$ cat src/rtl/instr_encoder_if.sv
// -----------------------------------------------------------------------------
// instr_encoder_if
// Field-bundle stream into the instruction encoder and the instruction-memory
// write bus coming out of it.
//
//   in_valid / in_ready : stream handshake, a bundle moves when both are high
//   in_opcode, in_rd, in_rs1, in_rs2, in_funct3, in_funct7, in_imm : bundle
//   wr_en / wr_addr / wr_data : one-cycle imem write strobe, word address, word
//
// master : the bundle source and imem side (loader or bench)
// slave  : the encoder
// -----------------------------------------------------------------------------
interface instr_encoder_if #(
    parameter int ADDR_W = 8
);
    logic              in_valid;
    logic              in_ready;
    logic [6:0]        in_opcode;
    logic [4:0]        in_rd;
    logic [4:0]        in_rs1;
    logic [4:0]        in_rs2;
    logic [2:0]        in_funct3;
    logic [6:0]        in_funct7;
    logic [31:0]       in_imm;
    logic              wr_en;
    logic [ADDR_W-1:0] wr_addr;
    logic [31:0]       wr_data;

    modport master (
        output in_valid, in_opcode, in_rd, in_rs1, in_rs2, in_funct3,
               in_funct7, in_imm,
        input  in_ready, wr_en, wr_addr, wr_data
    );

    modport slave (
        input  in_valid, in_opcode, in_rd, in_rs1, in_rs2, in_funct3,
               in_funct7, in_imm,
        output in_ready, wr_en, wr_addr, wr_data
    );
endinterface

$ cat src/rtl/instr_encoder.sv
// -----------------------------------------------------------------------------
// instr_encoder
// Packs an opcode, register fields and a signed immediate into an RV32I word
// and writes each legal word into instruction memory at an auto-incrementing
// word address. Immediates arrive in the immediate generator's units: B and J
// in halfwords (no implicit zero LSB), U as the raw 20-bit field value.
//
// Ports
//   clk        : clock, rising edge
//   rst        : asynchronous active-high reset
//   start      : pulse, reload address from base_addr, clear full and err_cnt
//   base_addr  : first write address after start
//   bus        : field stream in, imem write bus out (instr_encoder_if.slave)
//   full       : address space exhausted, cleared only by start or rst
//   err_valid  : one-cycle pulse when a bundle is rejected
//   err_code   : 01 bad opcode, 10 immediate out of range; held until next error
//   err_cnt    : rejected bundles, saturating at 255
// -----------------------------------------------------------------------------
module instr_encoder #(
    parameter int ADDR_W = 8
) (
    input  logic              clk,
    input  logic              rst,
    input  logic              start,
    input  logic [ADDR_W-1:0] base_addr,
    instr_encoder_if.slave    bus,
    output logic              full,
    output logic              err_valid,
    output logic [1:0]        err_code,
    output logic [7:0]        err_cnt
);

    typedef enum logic [2:0] {
        FMT_I,
        FMT_S,
        FMT_B,
        FMT_U,
        FMT_J,
        FMT_R,
        FMT_BAD
    } fmt_e;

    fmt_e              w_fmt;
    logic              w_imm12_ok;
    logic              w_imm20_ok;
    logic              w_imm_ok;
    logic [31:0]       w_word;
    logic              w_accept;

    logic [ADDR_W-1:0] r_addr;
    logic              r_full;
    logic              r_wr_en;
    logic [ADDR_W-1:0] r_wr_addr;
    logic [31:0]       r_wr_data;
    logic              r_err_valid;
    logic [1:0]        r_err_code;
    logic [7:0]        r_err_cnt;

    // start wins over an offered bundle; the source simply holds it.
    assign bus.in_ready = !rst && !r_full && !start;
    assign w_accept     = bus.in_valid && bus.in_ready;

    always_comb begin
        w_fmt = FMT_BAD;
        case (bus.in_opcode)
            7'b0010011,
            7'b0000011: w_fmt = FMT_I;
            7'b0100011: w_fmt = FMT_S;
            7'b1100011: w_fmt = FMT_B;
            7'b0110111: w_fmt = FMT_U;
            7'b1101111: w_fmt = FMT_J;
            7'b0110011: w_fmt = FMT_R;
            default:    w_fmt = FMT_BAD;
        endcase
    end

    // An immediate fits when every bit above the field's sign bit copies it.
    assign w_imm12_ok = (&bus.in_imm[31:11]) || !(|bus.in_imm[31:11]);
    assign w_imm20_ok = (&bus.in_imm[31:19]) || !(|bus.in_imm[31:19]);

    always_comb begin
        w_imm_ok = 1'b1;
        case (w_fmt)
            FMT_I, FMT_S, FMT_B: w_imm_ok = w_imm12_ok;
            FMT_U, FMT_J:        w_imm_ok = w_imm20_ok;
            default:             w_imm_ok = 1'b1;
        endcase
    end

    always_comb begin
        w_word = {bus.in_funct7, bus.in_rs2, bus.in_rs1, bus.in_funct3,
                  bus.in_rd, bus.in_opcode};
        case (w_fmt)
            FMT_I: w_word = {bus.in_imm[11:0], bus.in_rs1, bus.in_funct3,
                             bus.in_rd, bus.in_opcode};
            FMT_S: w_word = {bus.in_imm[11:5], bus.in_rs2, bus.in_rs1,
                             bus.in_funct3, bus.in_imm[4:0], bus.in_opcode};
            // Halfword units: imm[k] lands where the byte offset's bit k+1 goes.
            FMT_B: w_word = {bus.in_imm[11], bus.in_imm[9:4], bus.in_rs2,
                             bus.in_rs1, bus.in_funct3, bus.in_imm[3:0],
                             bus.in_imm[10], bus.in_opcode};
            FMT_U: w_word = {bus.in_imm[19:0], bus.in_rd, bus.in_opcode};
            FMT_J: w_word = {bus.in_imm[19], bus.in_imm[9:0], bus.in_imm[10],
                             bus.in_imm[18:11], bus.in_rd, bus.in_opcode};
            default: w_word = {bus.in_funct7, bus.in_rs2, bus.in_rs1,
                               bus.in_funct3, bus.in_rd, bus.in_opcode};
        endcase
    end

    always_ff @(posedge clk or posedge rst) begin
        if (rst) begin
            r_addr      <= '0;
            r_full      <= 1'b0;
            r_wr_en     <= 1'b0;
            r_wr_addr   <= '0;
            r_wr_data   <= '0;
            r_err_valid <= 1'b0;
            r_err_code  <= 2'b00;
            r_err_cnt   <= 8'd0;
        end else begin
            r_wr_en     <= 1'b0;
            r_err_valid <= 1'b0;
            if (start) begin
                r_addr    <= base_addr;
                r_full    <= 1'b0;
                r_err_cnt <= 8'd0;
            end else if (w_accept) begin
                if (w_fmt != FMT_BAD && w_imm_ok) begin
                    r_wr_en   <= 1'b1;
                    r_wr_addr <= r_addr;
                    r_wr_data <= w_word;
                    r_addr    <= r_addr + 1'b1;
                    // Writing the top word wraps the counter; stop taking input.
                    if (&r_addr) begin
                        r_full <= 1'b1;
                    end
                end else begin
                    r_err_valid <= 1'b1;
                    r_err_code  <= (w_fmt == FMT_BAD) ? 2'b01 : 2'b10;
                    if (r_err_cnt != 8'hFF) begin
                        r_err_cnt <= r_err_cnt + 8'd1;
                    end
                end
            end
        end
    end

    assign bus.wr_en   = r_wr_en;
    assign bus.wr_addr = r_wr_addr;
    assign bus.wr_data = r_wr_data;
    assign full        = r_full;
    assign err_valid   = r_err_valid;
    assign err_code    = r_err_code;
    assign err_cnt     = r_err_cnt;

endmodule

$ cat src/flat_wrapper.sv
// flat-port wrapper written by rule: the top's interface ports become plain ports
module instr_encoder_flat 
#(
    parameter int ADDR_W = 8
)
  (clk, rst, start, base_addr, full, err_valid, err_code, err_cnt, bus_in_valid, bus_in_opcode, bus_in_rd, bus_in_rs1, bus_in_rs2, bus_in_funct3, bus_in_funct7, bus_in_imm, bus_in_ready, bus_wr_en, bus_wr_addr, bus_wr_data);
  instr_encoder_if #(.ADDR_W(ADDR_W)) bus_i ();
  input  logic clk;
  input  logic rst;
  input  logic start;
  input  logic [ADDR_W-1:0] base_addr;
  output logic full;
  output logic err_valid;
  output logic [1:0] err_code;
  output logic [7:0] err_cnt;
  input wire logic [$bits(bus_i.in_valid)-1:0] bus_in_valid;
  input wire logic [$bits(bus_i.in_opcode)-1:0] bus_in_opcode;
  input wire logic [$bits(bus_i.in_rd)-1:0] bus_in_rd;
  input wire logic [$bits(bus_i.in_rs1)-1:0] bus_in_rs1;
  input wire logic [$bits(bus_i.in_rs2)-1:0] bus_in_rs2;
  input wire logic [$bits(bus_i.in_funct3)-1:0] bus_in_funct3;
  input wire logic [$bits(bus_i.in_funct7)-1:0] bus_in_funct7;
  input wire logic [$bits(bus_i.in_imm)-1:0] bus_in_imm;
  output wire logic [$bits(bus_i.in_ready)-1:0] bus_in_ready;
  output wire logic [$bits(bus_i.wr_en)-1:0] bus_wr_en;
  output wire logic [$bits(bus_i.wr_addr)-1:0] bus_wr_addr;
  output wire logic [$bits(bus_i.wr_data)-1:0] bus_wr_data;
  assign bus_i.in_valid = bus_in_valid;
  assign bus_i.in_opcode = bus_in_opcode;
  assign bus_i.in_rd = bus_in_rd;
  assign bus_i.in_rs1 = bus_in_rs1;
  assign bus_i.in_rs2 = bus_in_rs2;
  assign bus_i.in_funct3 = bus_in_funct3;
  assign bus_i.in_funct7 = bus_in_funct7;
  assign bus_i.in_imm = bus_in_imm;
  assign bus_in_ready = bus_i.in_ready;
  assign bus_wr_en = bus_i.wr_en;
  assign bus_wr_addr = bus_i.wr_addr;
  assign bus_wr_data = bus_i.wr_data;
  instr_encoder #(.ADDR_W(ADDR_W)) u_core (.clk(clk), .rst(rst), .start(start), .base_addr(base_addr), .bus(bus_i), .full(full), .err_valid(err_valid), .err_code(err_code), .err_cnt(err_cnt));
endmodule
$ cat config.mk
export PLATFORM = sky130hd
export DESIGN_NAME = instr_encoder_flat
export DESIGN_NICKNAME = d
export VERILOG_FILES = /design/src/rtl/instr_encoder_if.sv /design/src/rtl/instr_encoder.sv /design/src/flat_wrapper.sv
export SDC_FILE = /design/constraint.sdc
export NUM_CORES = 1
export LEC_CHECK = 0
export ABC_AREA = 0
export BUFFER_PORTS_ARGS = -buffer_cell sky130_fd_sc_hd__buf_2
export CAP_MARGIN = 40
export CORE_MARGIN = 4
export CORE_UTILIZATION = 45
export CTS_CLUSTER_SIZE = 25
export DETAILED_ROUTE_END_ITERATION = 10
export PLACE_DENSITY = 0.83
export SLEW_MARGIN = 20
export SYNTH_ARGS = -nofsm -noshare
export SYNTH_HDL_FRONTEND = slang
export SYNTH_SLANG_ARGS = --single-unit
export TNS_END_PERCENT = 100
$ cat constraint.sdc
create_clock -name clk -period 2.3 [get_ports clk]
set_input_delay 0 -clock clk [delete_from_list [all_inputs] [get_ports clk]]
set_output_delay 0 -clock clk [all_outputs]
set_load 0.005 [all_outputs]
Word level (Yosys, flattened, before mapping)
Index checks and enable logic that the tools add are counted.
{"block": "classes", "n_addsub": 2, "eq_ne": 15, "muxes": 21, "n_bitwise": 2, "reduce_logical": 29}
{"operator": "case mux 32 bit (5 select lines)", "count": 1}
{"operator": "2-to-1 mux 8 bit", "count": 7}
{"operator": "equality test 7 x 6 -> 1 bit (second input constant)", "count": 3}
{"operator": "AND reduction 21 bit", "count": 1}
{"operator": "OR reduction 21 bit", "count": 1}
{"operator": "case mux 3 bit (6 select lines)", "count": 1}
{"operator": "adder 8 x 1 -> 8 bit (second input constant)", "count": 2}
{"operator": "equality test 7 bit (second input constant)", "count": 2}
{"operator": "AND reduction 13 bit", "count": 1}
{"operator": "OR reduction 13 bit", "count": 1}
{"operator": "AND reduction 3 bit", "count": 4}
{"operator": "2-to-1 mux 1 bit", "count": 10}
{"operator": "!= test 8 bit (second input constant)", "count": 1}
{"operator": "AND reduction 8 bit", "count": 1}
{"operator": "nonzero test 2 bit", "count": 4}
{"operator": "equality test 7 x 2 -> 1 bit (second input constant)", "count": 1}
{"operator": "equality test 7 x 5 -> 1 bit (second input constant)", "count": 1}
{"operator": "equality test 3 x 2 -> 1 bit (second input constant)", "count": 2}
{"operator": "equality test 3 bit (second input constant)", "count": 2}
{"operator": "zero test 1 bit", "count": 5}
{"operator": "logical AND 1 bit", "count": 4}
{"operator": "OR reduction 2 bit", "count": 2}
{"operator": "equality test 3 x 1 -> 1 bit (second input constant)", "count": 1}
{"operator": "zero test 3 bit", "count": 1}
{"operator": "other kinds (8)", "count": 10}
{"block": "totals", "reg_bits": 61, "in_bits": 76, "output_inout_bits": 54, "elab_cells": 77}

Depth between registers and ports, before layout
{"block": "depth", "ltp_word": 10, "depth_mapped": 11, "mapped_depth_nobuf": 7}

Worst setup path after synthesis
OpenSTA, ideal clock, no wires.
{"block": "synth_timing", "kind": "input to register", "startpoint": "input bus_in_opcode[5]", "endpoint": "register u_core.r_addr[7]", "setup_ps": 126, "t_arrival_ps": 2275, "required_time_ps": 2174, "setup_slack_ps": -101, "path_stages": 8, "n_path_buf": 1, "cell_sequence": "buf_2 -> mux2_2 -> or4_1 -> a211oi_2 -> nor3_2 -> nor3_4 -> mux2_2 -> a221o_1"}
{"block": "synth_via", "elab_chain_cells": 9, "word_cells_on_any_way": 21, "cone_classes": "eq/ne: 12; mux: 2; reduce/logical: 7"}
{"item": "start: declaration", "line_no": "flat_wrapper.sv:17", "rtl": "input wire logic [$bits(bus_i.in_opcode)-1:0] bus_in_opcode;"}
{"item": "equality test 7 x 5 -> 1 bit / equality test 7 x 2 -> 1 bit (equally long branches)", "line_no": "instr_encoder.sv:65", "rtl": "case (bus.in_opcode)"}
{"item": "OR reduction 2 bit", "line_no": "instr_encoder.sv:65"}
{"item": "case mux 3 bit (6 select lines) (*)", "line_no": "instr_encoder.sv:65"}
{"item": "equality test 3 x 1 -> 1 bit (tied with other cells)", "line_no": "instr_encoder.sv:83", "rtl": "case (w_fmt)"}
{"item": "OR reduction 3 bit / OR reduction 2 bit (equally long branches)", "line_no": "instr_encoder.sv:83"}
{"item": "case mux 1 bit (2 select lines)", "line_no": "instr_encoder.sv:83"}
{"item": "logical AND 1 bit (*)", "line_no": "instr_encoder.sv:128", "rtl": "if (w_fmt != FMT_BAD && w_imm_ok) begin"}
{"item": "nonzero test 2 bit (no line) (*)"}
{"item": "AND reduction 2 bit (no line) (*)"}
{"item": "end signal: assignment", "line_no": "instr_encoder.sv:124", "rtl": "r_addr <= base_addr;"}
{"item": "end signal: assignment", "line_no": "instr_encoder.sv:132", "rtl": "r_addr <= r_addr + 1'b1;"}
{"item": "end: declaration", "line_no": "instr_encoder.sv:50", "rtl": "logic [ADDR_W-1:0] r_addr;"}
Mark *: on every way between the ends. The rest lies on a longest branch, timed or not.
A chain may end at the register's enable or synchronous reset.

Final worst setup path
{"block": "layout_timing", "startpoint": "input bus_in_imm[11]", "endpoint": "register u_core.r_addr[6]"}
{"block": "layout_via", "elab_chain_cells": 7, "word_cells_on_any_way": 8, "cone_classes": "mux: 1; reduce/logical: 7"}
{"item": "start: declaration", "line_no": "flat_wrapper.sv:23", "rtl": "input wire logic [$bits(bus_i.in_imm)-1:0] bus_in_imm;"}
{"item": "OR reduction 21 bit", "line_no": "instr_encoder.sv:78", "rtl": "assign w_imm12_ok = (&bus.in_imm[31:11]) || !(|bus.in_imm[31:11]);"}
{"item": "zero test 1 bit", "line_no": "instr_encoder.sv:78"}
{"item": "logical OR 1 bit (*)", "line_no": "instr_encoder.sv:78"}
{"item": "case mux 1 bit (2 select lines) (*)", "line_no": "instr_encoder.sv:83"}
{"item": "logical AND 1 bit (*)", "line_no": "instr_encoder.sv:128"}
{"item": "nonzero test 2 bit (no line) (*)"}
{"item": "AND reduction 2 bit (no line) (*)"}
Marked as above.

==> results.cfg <==
[logic_synthesis]
ys_warn_count = 0
syn_inst = 337
synth-seq-cells = 61
synth_edf_count = 0
ys_seq_area_share_pct = 47.1
yosys_most_used_dff = dfrtp_1
netlist_area_mm2 = 0.00324
syn_avg_cell_area_um2 = 9.62
yosys.area.top_type_share_pct = 47.1
synth.distinct_cells = 48
yosys.area.top_type = dfrtp_1
synth-async-reset-ratio_pct = 100
mappedNetlistNets = 415
synthTopCellsByArea = dfrtp_1 47%, mux2_2 5.9%, nor2_1 5.1%

[setup_path]
cpLargestDelayFamily = simple AND/OR/NAND/NOR gates
startpoint_type = input pin
startpoint = bus_in_imm[11]
critical_path_arrival_ns = 2.43
crit_chain = buf_2 -> or4_1 -> or4_1 -> a211oi_2 -> nor3_4 -> nor3_4 -> buf_12 -> mux2_2 -> o211ai_1
worstPathMaxFanout = 28
crit_type = input pin to register
r2r-start = u_core.full$_DFFE_PP0P_
critPathBufInv = 2
slowest_delay_ns = 0.54
end_kind = register
cpMaxStageDelayCell = or4_1
worstPathRequired_ns = 2.55

[finish]
diodes = 0
layout_commonest_cell = buf_2
fillCellCount = 571
area_growth_pct = 45.4
fin_area_mm2 = 0.00472
drive_above_1_share_pct = 37.5
seqCellArea_mm2 = 0.00153
final_cell_mix = 129 x buf_2, 61 x dfrtp_1, 44 x nor2_1, 35 x dlygate4sd3_1, 26 x nand2_1
nets = 601
multi_input_area_mm2 = 0.00162

[placed_design]
gp_congestion = 0.977
place_ws_ns = -0.216
placed_area_mm2 = 0.00418
portBuffers = 129
hpwl_mm = 7.48

[grt]
first_global_vias = 3620
grt_overflow_total = 0
grt_max_degree = 62
antenna_found_initial = 0
grt_usage_pct = 24.5
grt_pass1_wl_mm = 17.0

[min_path]
hold_class = input pin to register
hold_start = bus_in_funct7[6]

[timing]
setup_viol = 0
rsz0062_at_grt = false
min_period_over_period_pct = 95.0
maxSlewHeadroom_pct = 62.0
worst_slew_pin_slew_ns = 0.571
slew_viol_final = 0
max_freq_ghz = 0.458
fin_crit_ns = 2.18
fin_skew_ns = 0.00588
hold_viol = 0
holdWs_ns = 0.0129
worst_slack_ns = 0.115

[floorplanning]
core_area_mm2 = 0.00691
dieWidth_um = 92.9
ios = 130
chipHeight_um = 92.9
fp-row-count = 30
die_area_mm2 = 0.00863
start_util_pct = 47.0

[power]
switching_share_pct = 27.9
seqPwrFrac_pct = 46.3
p_switching_mw = 0.793
power_density_mw_per_mm2 = 603
p_leak_nw = 2.35
pwr-share-clk_pct = 32.2
power_frac_comb_pct = 21.5
internal_power_mw = 2.05
ir_drop_mv = 0.330

[run]
drv_cap = 0

[route]
drt-vias-per-instance = 5.68
drtIter0Drc = 181
drtPass1Iterations = 7
ant_nets = 0
wl_per_cell_um = 16.7
drc = 0
num_vias = 3543
wl_mm = 10.4

[cts]
root_buffer = clkbuf_8
cts_tree = yes
numCtsBuffers = 9
post_cts_buffers = 0
clk_latency_ns = 0.33
clock_sinks = 61
htreeDepth = 3
clk_path_buf_depth = 2
clkTransAtPathRegs_ns = 0.07

[run_status]
outcome = finished clean
## cells in the mapped netlist (2+ instances only)
library cell  count
nand2b_1          2
nor4_1            3
or2_2             3
ha_1              2
a222oi_1         12
nor2_1           44
a21oi_1          24
nand3_1           9
mux2_2           17
or4_1             5
mux2i_1           6
a31oi_1          17
o21ai_0          10
inv_1            12
nand2_1          26
or3_1             5
a21o_1            2
nand4_1           4
nor3b_1           5
buf_2             9
and3_1            5
a32oi_1           2
a221o_1           4
nor3_1            6
o31ai_1           2
clkbuf_1          6
dfrtp_1          61
a22oi_1          14
## worst paths after layout
kind	endpoint	cells past startpoint	slack, ns
hold reg to reg	u_core.bus.wr_data[0]$_DFFE_PP0P_	1	0.47
setup / recovery	u_core.r_addr[6]$_DFFE_PP0P_	9	0.12
setup reg to reg	u_core.r_addr[6]$_DFFE_PP0P_	6	0.34
hold / removal	u_core.bus.wr_data[31]$_DFFE_PP0P_	3	0.01
min in group asynchronous	u_core.err_cnt[0]$_DFFE_PP0P_	4	0.32
max in group asynchronous	u_core.bus.wr_data[24]$_DFFE_PP0P_	4	1.74
## area by class of cell
type	instances	share of cell area [%]
Multi-Input combinational cell	248	34.3
Sequential cell	61	32.4
Timing Repair Buffer	191	25.9
Clock buffer	12	2.87
Tap cell	96	2.55
Clock inverter	4	1.03
Inverter	12	0.955
## logic make-up (layout without fill, tap and decap cells)
group | Yosys count | after routing | synth area share [%]
XOR/XNOR | 1 | 1 | 0.270
AND/OR/NAND/NOR | 126 | 126 | 19.7
AO/OA/AOI/OAI | 96 | 96 | 20.8
flip-flops | 61 | 61 | 47.1
adder cells (fa/ha/maj) | 2 | 2 | 0.771
buffers and inverters | 28 | 219 | 3.70
multiplexers | 23 | 23 | 7.75
## flip-flops by register name, summed over array words and instances (netlist names)
register and cells:
u_core.err_code 2, u_core.r_addr 8, u_core.err_valid 1, u_core.bus.wr_addr 8
u_core.bus.wr_data 32, u_core.err_cnt 8, u_core.full 1, u_core.bus.wr_en 1
## through the flow
stage | setup TNS [ns] | utilization [%] | power, mW | cells
2_1_floorplan | 0 | - | 1.57 | 337
3_3_place_gp | -4.75 | 60.5 | 1.87 | 573
3_5_place_dp | -7.79 | 60.5 | 1.90 | 573
4_1_cts | 0 | 68.3 | 2.86 | 624
5_1_grt | 0 | 68.3 | 3.01 | 624
6_report | 0 | 68.3 | 2.84 | 624
## repair_timing
action,in CTS,in global routing
endpoints found under the hold margin,96,0
resized for setup,0,0
hold buffers,35,0
## tightest hold or removal path: stages
cell and delay [ns]:
buf_2 0.08, a222oi_1 0.08, a21oi_1 0.14
## per-layer routing
metal  vias to the layer above  share of wire [%]  track usage (%)
met5                         -                  0                0
met4                         0                2.5             8.91
met3                        28                7.5             4.71
met2                       189                 51             41.9
met1                      1668                 39             30.6
li1                       1658                  -                -
## power by group through the flow
stage / Sequential [mW] / Clock (mW) / Combinational, mW
CTS: 1.31 / 0.935 / 0.613
global placement: 1.32 / 0 / 0.547
detailed placement: 1.33 / 0 / 0.565
floorplan: 1.34 / 0 / 0.234
global route: 1.33 / 1.00 / 0.681
finish: 1.32 / 0.917 / 0.612
(Power assumes the default switching activity.)
